$ cat config.mk
export PLATFORM = sky130hd
export DESIGN_NAME = hs_receiver_flat
export DESIGN_NICKNAME = d
export VERILOG_FILES = /design/src/rtl/hs_receiver_if.sv /design/src/rtl/hs_receiver.sv /design/src/flat_wrapper.sv
export SDC_FILE = /design/constraint.sdc
export NUM_CORES = 1
export LEC_CHECK = 0
export CORE_MARGIN = 8
export CORE_UTILIZATION = 48
export DETAILED_ROUTE_END_ITERATION = 10
export GPL_TIMING_DRIVEN = 1
export PLACE_DENSITY = 0.85
export SLEW_MARGIN = 20
export SYNTH_ARGS = -nofsm -noshare
export SYNTH_HDL_FRONTEND = slang
export SYNTH_SLANG_ARGS = --single-unit
$ cat constraint.sdc
create_clock -name clk -period 4.1 [get_ports clk]
set_input_delay 0.82 -clock clk [delete_from_list [all_inputs] [get_ports clk]]
set_output_delay 0.82 -clock clk [all_outputs]
set_load 0.02 [all_outputs]
$ cat src/rtl/hs_receiver_if.sv
// ---------------------------------------------------------------------------
// hs_receiver_if
//
// Purpose: bundles the sender-side handshake (synchronized request, data word,
// acknowledge), the local consumer's valid/ready port and the timeout error
// flag/clear of the handshake receiver.
//
// Signals:
//   req_sync    request from the sender, already synchronized to clk
//   data_in     sender data word, held by the sender while its req is high
//   ack         acknowledge back toward the sender domain
//   out_valid   out_data holds an unconsumed word
//   out_data    captured word
//   out_ready   local consumer accepts the word
//   timeout_err sticky flag: sender kept req high too long after ack
//   err_clr     clears timeout_err
//
// Modports:
//   slave  - the receiver itself
//   master - the environment (sender + consumer + error handler)
// ---------------------------------------------------------------------------
interface hs_receiver_if #(
  parameter int DW = 32
);
  logic          req_sync;
  logic [DW-1:0] data_in;
  logic          ack;
  logic          out_valid;
  logic [DW-1:0] out_data;
  logic          out_ready;
  logic          timeout_err;
  logic          err_clr;

  modport slave (
    input  req_sync, data_in, out_ready, err_clr,
    output ack, out_valid, out_data, timeout_err
  );

  modport master (
    output req_sync, data_in, out_ready, err_clr,
    input  ack, out_valid, out_data, timeout_err
  );
endinterface

$ cat src/rtl/hs_receiver.sv
// ---------------------------------------------------------------------------
// hs_receiver
//
// Purpose: receive side of a four-phase req/ack handshake. A word presented
// by the sender is captured when the synchronized request is seen high,
// offered to a local consumer with valid/ready, and acknowledged back to the
// sender once the consumer takes it. The acknowledge is held until the
// sender drops its request. A saturating counter watches how long the sender
// keeps req high while acknowledged and raises a sticky timeout flag.
//
// Parameters:
//   DW       data word width
//   TIMEOUT  cycles req_sync may stay high while acknowledged (2..65535)
//
// Ports:
//   clk    block clock
//   reset  asynchronous, active-high reset
//   bus    hs_receiver_if.slave (req_sync, data_in, ack, out_valid,
//          out_data, out_ready, timeout_err, err_clr)
// ---------------------------------------------------------------------------
module hs_receiver #(
  parameter int DW      = 32,
  parameter int TIMEOUT = 1024
) (
  input  logic           clk,
  input  logic           reset,
  hs_receiver_if.slave   bus
);

  localparam int             CW      = $clog2(TIMEOUT);
  localparam logic [CW-1:0]  CNT_MAX = CW'(TIMEOUT - 1);

  typedef enum logic [1:0] {
    IDLE  = 2'd0,
    VALID = 2'd1,
    ACK   = 2'd2
  } state_t;

  state_t        state;
  logic          ack_r;
  logic          valid_r;
  logic [DW-1:0] data_r;
  logic          err_r;
  logic [CW-1:0] cnt;
  logic          to_hit;

  // Counter stops at the limit so the equality compare keeps firing for as
  // long as the sender holds req high; a clear cannot hide a stuck sender.
  function automatic logic [CW-1:0] sat_inc(input logic [CW-1:0] v);
    return (v == CNT_MAX) ? v : v + CW'(1);
  endfunction

  assign to_hit = (state == ACK) && bus.req_sync && (cnt == CNT_MAX);

  always_ff @(posedge clk or posedge reset) begin
    if (reset) begin
      state   <= IDLE;
      ack_r   <= 1'b0;
      valid_r <= 1'b0;
      data_r  <= '0;
      err_r   <= 1'b0;
      cnt     <= '0;
    end else begin
      case (state)
        IDLE: begin
          if (bus.req_sync) begin
            data_r  <= bus.data_in;
            valid_r <= 1'b1;
            state   <= VALID;
          end
        end
        // A req drop here violates the protocol; the word has already been
        // captured, so it is still delivered and acknowledged.
        VALID: begin
          if (bus.out_ready) begin
            valid_r <= 1'b0;
            ack_r   <= 1'b1;
            cnt     <= '0;
            state   <= ACK;
          end
        end
        ACK: begin
          if (!bus.req_sync) begin
            ack_r <= 1'b0;
            state <= IDLE;
          end else begin
            cnt <= sat_inc(cnt);
          end
        end
        default: begin
          ack_r   <= 1'b0;
          valid_r <= 1'b0;
          state   <= IDLE;
        end
      endcase

      // Sticky error; a set in the same cycle as a clear takes priority.
      if (to_hit) begin
        err_r <= 1'b1;
      end else if (bus.err_clr) begin
        err_r <= 1'b0;
      end
    end
  end

  assign bus.ack         = ack_r;
  assign bus.out_valid   = valid_r;
  assign bus.out_data    = data_r;
  assign bus.timeout_err = err_r;

endmodule

$ cat src/flat_wrapper.sv
// flat-port wrapper written by rule: the top's interface ports become plain ports
module hs_receiver_flat 
#(
  parameter int DW      = 32,
  parameter int TIMEOUT = 1024
)
  (clk, reset, bus_req_sync, bus_data_in, bus_out_ready, bus_err_clr, bus_ack, bus_out_valid, bus_out_data, bus_timeout_err);
  hs_receiver_if #(.DW(DW)) bus_i ();
  input  logic clk;
  input  logic reset;
  input wire logic [$bits(bus_i.req_sync)-1:0] bus_req_sync;
  input wire logic [$bits(bus_i.data_in)-1:0] bus_data_in;
  input wire logic [$bits(bus_i.out_ready)-1:0] bus_out_ready;
  input wire logic [$bits(bus_i.err_clr)-1:0] bus_err_clr;
  output wire logic [$bits(bus_i.ack)-1:0] bus_ack;
  output wire logic [$bits(bus_i.out_valid)-1:0] bus_out_valid;
  output wire logic [$bits(bus_i.out_data)-1:0] bus_out_data;
  output wire logic [$bits(bus_i.timeout_err)-1:0] bus_timeout_err;
  assign bus_i.req_sync = bus_req_sync;
  assign bus_i.data_in = bus_data_in;
  assign bus_i.out_ready = bus_out_ready;
  assign bus_i.err_clr = bus_err_clr;
  assign bus_ack = bus_i.ack;
  assign bus_out_valid = bus_i.out_valid;
  assign bus_out_data = bus_i.out_data;
  assign bus_timeout_err = bus_i.timeout_err;
  hs_receiver #(.DW(DW), .TIMEOUT(TIMEOUT)) u_core (.clk(clk), .reset(reset), .bus(bus_i));
endmodule
# Word level (Yosys, flattened, before mapping)
# Index checks and enable logic that the tools add are counted.
totals:
  regBits: 47
  latchBits: 0
  ramBits: 0
  romBits: 0
  out_inout_bits: 35
  mem_count: 0
op_classes:
  n_addsub: 1
  n_mul: 0
  div: 0
  magnitude_cmp: 0
  n_eq_ne: 8
  shifts: 0
  mux: 16
  n_bitwise: 2
  reduce_logical: 10
op_table:
  columns: ["operator", "n"]
  rows:
  - ["$mux 10", 3]
  - ["$pmux 10 s2", 1]
  - ["$add 10x1->10 const B", 1]
  - ["$eq 10x10->1 const B", 1]
  - ["$ne 2x2->1 const B", 5]
  - ["$reduce_and 3->1", 3]
  - ["$mux 1", 6]
  - ["$mux 2", 3]
  - ["$pmux 1 s3", 2]
  - ["$pmux 2 s3", 1]
  - ["$reduce_and 4->1", 1]
  - ["$reduce_bool 2->1", 2]
  - ["$eq 2x1->1 const B", 1]
  - ["$eq 2x2->1 const B", 1]
  - ["$logic_and 1x1->1", 2]
  - ["$logic_not 2->1", 1]
  - ["$not 1->1", 2]
  - ["$reduce_and 2->1", 1]

# Logic depth before layout (Yosys ltp)
# Gate-level depths: netlist of run 1.
depth:
  word_depth: 4
  ltp_mapped: 5

# Worst setup path before layout of run 1
# OpenSTA, ideal clock, no wires.
synth_path:
  path_kind: "input -> register"
  from: "in bus_req_sync"
  to: "reg u_core.data_r[10] (netlist: u_core.bus.out_data[10])"
  setup_ps: 125
  arrival_time_ps: 1604
  slack_ps: 2372
  path_stages: 3
  cell_sequence: "nor3b_4 -> buf_6 -> mux2_2"
synth_via:
  elab_chain_cells: 1
synth_lines:
  columns: ["element", "line_no", "rtl"]
  rows:
  - ["from (decl)", "flat_wrapper.sv:11", "input wire logic [$bits(bus_i.req_sync)-1:0] bus_req_sync;"]
  - ["$reduce_and 2->1 (no source line)", null, null]
  - ["to (signal assigned)", "hs_receiver.sv:67", "data_r <= bus.data_in;"]
  - ["to (decl)", "hs_receiver.sv:42", "logic [DW-1:0] data_r;"]
# Every way passes these cells.
# A chain may end at the register's enable or synchronous reset.

# Worst setup path in the final report of run 1
# Same ends and word-level chain as after synthesis.

==> metrics, run 1 <==
run status=completed; crit-path cells=clkdlybuf4s50_1, nor3b_4, buf_4, mux2_2; Root Driver=clkbuf_8; Post-synth EDFFs=0; Fin Hold WS=0.4904 ns; vias in the first global route=1502; Period minus WS final=2.273 ns; Fmax achieved=439.9 MHz; Slowest-stage cell, CP=clkdlybuf4s50_1; Slew headroom=36.52%; cell count after synthesis=158; period utilization=55.44%; #FFs+latches synth=47; # clock sinks=47; final std cells w/o fill=283; syn_nets=196; I/O pin count=72; post-CTS resize count=0; n_diodes=0; maximum VDD drop=0.3661 mV; Initial Util=50.20%; maximum number of pins on one net before global-route repair=48; Max Root-Sink Buffers=2; die extent in y=81.15 um; worst slack, placed=1.525 ns; layout cells sized above 1=18.88%; Final GP Congestion=0.8166; Top Metal Used=met4; grt total ovfl=0; endpoints failing hold=0; gr usage total=14.59%; routed wire length on met3=447 um; placed cells=275; RSZ-0062 raised after global routing=no; Num CTS Buffers=5; port buffer count=71; H-Tree Depth=2; Die Wd=81.15 um; Slew @ Worst Pin=0.9509 ns; worst-path fanout max=32; post-detailed-route count of antenna-violating nets=0; Clk Latency, worst-skew pair=0.30 ns; P_leak=0.001168 uW; crit-path max cell delay=0.61 ns; Primary FF master, synth=dfrtp_1; Vias/cell=5.396; CP startpoint kind=input port; post-detail-place hpwl=3584 um; clock slew at reported path FFs=0.08 ns; CP Data Arrival Time=2.45 ns; Post-route DRC=0; CTS tree=built; Fin Setup TNS=0 ns; CP Class=in -> reg; CP Data Required Time=4.28 ns; average wire per standard cell=17.25 um; final WL=4882 um; Setup Skew=0.004798 ns; Final Setup Violations=0; Worst Setup End Kind=register; Synth cell types=32; NumNets Final=270; Synth warnings=0; metal2 WL=2166 um; row cnt=23; max-cap viol count=0; worst setup margin=1.827 ns; commonest non-fill, non-tap cell in the layout=clkdlybuf4s50_1; core area=4058 um2; Fillers=288; Syn Area/Cell=12.89 um2; most frequent cells in the layout=71 x clkdlybuf4s50_1, 47 x dfrtp_1, 30 x mux2_2; sequential area share after synthesis=57.74%; worst min path class=reg -> reg; Final Cell Area=2872 um2; Via Count=1527; fraction of registers with async set/reset=100.0%; hold_buf cts=0; r2r setup slk=2.46 ns; M1 WL=2237 um; fin. max-slew vios=0; area delta synth->final=40.97%; die area=6585 um2; first-pass GRT wire length=7555 um; initial antenna violation count=0; Iteration-0 DRC Markers=80; Pwr Density=719.8 nW/um2; WP buf/inv=2; Pre-antenna DRT Iters=4; Area after DPL=2768 um2; CP top delay family=buffers and inverters; cell area after synthesis=2037 um2; total setup buffers inserted after CTS=0
[per-layer routing]
| metal | up-vias | GRT usage, % |
|---|---|---|
| met5 | - | 0 |
| met4 | 0 | 3.214 |
| met3 | 5 | 5.298 |
| met2 | 71 | 22.77 |
| met1 | 729 | 18.98 |
| li1 | 722 | - |
[power breakdown]
part | total (uW) | leakage [uW] | internal, uW | switching, uW
Sequential | 780 | 0.000574 | 656 | 125
Combinational | 979 | 0.000543 | 522 | 457
Clock | 307 | 0.0000505 | 153 | 154
[cells by family (layout without fill, tap and decap cells)]
logic type | count (synthesis) | in the layout | share of synthesized area, %
flops | 47 | 47 | 57.74
fa+ha+maj | 1 | 1 | 0.6142
simple gates | 41 | 41 | 11.79
buf+inv | 10 | 85 | 3.378
compound gates | 24 | 24 | 7.310
mux | 35 | 35 | 19.16
[flip-flops by register name (all words and copies together) (netlist names)]
register / cells
u_core.bus.out_valid: 1
u_core.cnt: 10
u_core.bus.out_data: 32
u_core.bus.timeout_err: 1
u_core.state: 2
u_core.bus.ack: 1
[final cells by class]
class	count	area, um2	share of cell area [%]
Timing Repair Buffer	72	718.2	25.01
Clock buffer	7	96.34	3.355
Multi-Input combinational cell	101	792.0	27.58
Clock inverter	1	7.507	0.2614
Sequential cell	47	1176	40.96
Tap cell	50	62.56	2.179
Inverter	5	18.77	0.6536
[final timing paths]
kind / startpoint / end / depth (start not counted)
setup / recovery: bus_req_sync / u_core.bus.out_data[10] / 4
hold / removal: u_core.bus.out_data[12] / u_core.bus.out_data[12] / 1
setup reg to reg: u_core.state[0] / u_core.bus.out_data[10] / 3
hold reg to reg: u_core.bus.out_data[12] / u_core.bus.out_data[12] / 1
max in group asynchronous: reset / u_core.cnt[9] / 2
min in group asynchronous: reset / u_core.bus.out_data[19] / 2
[metrics by stage]
stage                     util, %  total power, uW
after global routing        70.77             2174
after detailed placement    68.21             1782
after floorplan                 -             1337
final                       70.77             2067
after CTS                   70.77             2089
after global placement      68.21             1750
[worst register-to-register path: stages (launching register included)]
cell	delay (ns)
dfrtp_1	0.51
nor3b_4	0.23
buf_4	0.39
mux2_2	0.41
[Yosys cell counts (all sizes together) (3+ instances only)]
master,instances,area [um2]
o21ai,6,30.03
buf,5,50.04
mux2,32,360.3
nand2,11,48.80
a31oi,6,37.54
a21oi,7,35.03
mux2i,3,30.03
inv,5,18.77
nand3,8,40.04
nor3,3,15.01
dfrtp,47,1176
nor2,4,15.01
Note: power is estimated with default switching activity, not from simulation.
==> run 2, diff against run 1 <==
--- a/config.mk
+++ b/config.mk
@@ -6,10 +6,10 @@
 export NUM_CORES = 1
 export LEC_CHECK = 0
 export CORE_MARGIN = 8
-export CORE_UTILIZATION = 48
+export CORE_UTILIZATION = 44
 export DETAILED_ROUTE_END_ITERATION = 10
 export GPL_TIMING_DRIVEN = 1
-export PLACE_DENSITY = 0.85
+export PLACE_DENSITY = 0.79
 export SLEW_MARGIN = 20
 export SYNTH_ARGS = -nofsm -noshare
 export SYNTH_HDL_FRONTEND = slang
==> constraint.sdc (replaced) <==
create_clock -name clk -period 2.2 [get_ports clk]
set_input_delay 0.44 -clock clk [delete_from_list [all_inputs] [get_ports clk]]
set_output_delay 0.44 -clock clk [all_outputs]
set_load 0.02 [all_outputs]
==> metrics, run 2 (synthesized netlist as in run 1, its figures left out) <==
run status=completed; Pre-antenna DRT Iters=4 (unchanged); Via Count=1508 (-1.2%); NumNets Final=272 (+0.74%); Vias/cell=5.254 (-2.6%); crit-path cells=clkdlybuf4s50_1; post-CTS resize count=0 (unchanged); final WL=4448 um (-8.9%); CP startpoint kind=register; port buffer count=71 (unchanged); average wire per standard cell=15.50 um (-10%); r2r setup slk=0.62 ns (-1.84 ns); Period minus WS final=1.738 ns; CP Class=reg -> out; post-detail-place hpwl=3383 um (-5.6%); CP Data Arrival Time=1.30 ns (-1.15 ns); Fin Setup TNS=0 ns (unchanged); post-detailed-route count of antenna-violating nets=0 (unchanged); P_leak=0.001184 uW (+1.3%); Setup Skew=0.005528 ns (+0.0007301 ns); area delta synth->final=42.26%; Worst Setup End Kind=primary output; Pwr Density=1310 nW/um2 (+82%); Initial Util=46.15% (-4.1 points); endpoints failing hold=0 (unchanged); Clk Latency, worst-skew pair=0.30 ns (about the same); Root Driver=clkbuf_8; CP Data Required Time=1.76 ns (-2.52 ns); I/O pin count=72 (unchanged); first-pass GRT wire length=7603 um (+0.64%); Slowest-stage cell, CP=clkdlybuf4s50_1; WP buf/inv=1 (-1); crit-path max cell delay=0.62 ns (about the same); Final Setup Violations=0 (unchanged); die extent in y=84.04 um (+3.6%); Num CTS Buffers=5 (unchanged); Slew @ Worst Pin=0.3778 ns (-0.5731 ns); Fillers=363 (+26%); # clock sinks=47 (unchanged); total setup buffers inserted after CTS=0 (unchanged); gr usage total=12.94% (-1.7 points); clock slew at reported path FFs=0.09 ns (about the same); hold_buf cts=0 (unchanged); Fmax achieved=575.5 MHz; RSZ-0062 raised after global routing=no; H-Tree Depth=2 (unchanged); row cnt=24 (+4.3%); worst min path class=in -> async; CTS tree=built; maximum number of pins on one net before global-route repair=33 (-31%); grt total ovfl=0 (unchanged); layout cells sized above 1=19.57% (+0.69 points); initial antenna violation count=0 (unchanged); period utilization=78.98%; max FFs per register=32 (unchanged); most frequent cells in the layout=71 x clkdlybuf4s50_1, 47 x dfrtp_1, 30 x mux2_2; die area=7063 um2 (+7.3%); Post-route DRC=0 (unchanged); Max Root-Sink Buffers=2 (unchanged); commonest non-fill, non-tap cell in the layout=clkdlybuf4s50_1; worst-path fanout max=3 (-91%); Iteration-0 DRC Markers=55 (-31%); core area=4414 um2 (+8.8%); vias in the first global route=1541 (+2.6%); worst setup margin=0.4623 ns (-1.365 ns); fin. max-slew vios=0 (unchanged); Die Wd=84.04 um (+3.6%); n_diodes=0 (unchanged); worst slack, placed=0.3158 ns (-1.209 ns); Slew headroom=74.78% (+38 points); CP top delay family=buffers and inverters; maximum VDD drop=0.6743 mV (+84%); Final GP Congestion=0.9422 (+15%); max-cap viol count=0 (unchanged)
run 2: cell type report:
class	instances	area (um2)	share of cell area, %
sequential	47	1176	40.59
tap	52	65.06	2.245
multi-input combinational	101	792.0	27.33
inverter	5	18.77	0.6477
clock inverter	3	18.77	0.6477
clock buffer	5	68.82	2.375
timing repair buffer	74	758.2	26.17
run 2: final timing paths:
check                                   startpoint                      end  cells past startpoint
min in group clk           u_core.bus.out_data[12]  u_core.bus.out_data[12]                      1
min                                          reset   u_core.bus.timeout_err                      2
max                           u_core.bus.out_valid            bus_out_valid                      1
max reg2reg                          u_core.cnt[0]            u_core.cnt[1]                      5
min reg2reg                u_core.bus.out_data[12]  u_core.bus.out_data[12]                      1
max in group asynchronous                    reset  u_core.bus.out_data[24]                      3
run 2: power by group:
group	internal [uW]	leakage, uW	switching, uW	total [uW]
Clock	224	0.0000483	289	513
Combinational	994	0.000561	846	1840
Sequential	1220	0.000574	222	1440
Total	2440	0.00118	1360	3800
run 2: metal layers:
layer	vias up	global-route usage [%]	part of all wire, %
met5	-	0	0
met4	0	3.768	0.92
met3	5	4.883	6.3
met2	46	20.47	47
met1	735	15.88	46
li1	722	-	-
run 2: metrics by stage:
| stage | utilization, % | instances | total power (uW) | hold WS [ns] | cell area (um2) |
|---|---|---|---|---|---|
| 3_5_place_dp | 63.66 | 279 | 3342 | 0.4856 | 2810 |
| 3_3_place_gp | 63.66 | 279 | 3290 | 0.4700 | 2810 |
| 4_1_cts | 65.65 | 287 | 3855 | 0.4389 | 2898 |
| 5_1_grt | 65.65 | 287 | 4031 | 0.4540 | 2898 |
| 6_report | 65.65 | 287 | 3796 | 0.4328 | 2898 |
| 2_1_floorplan | - | 158 | 2491 | 0.4655 | 2037 |
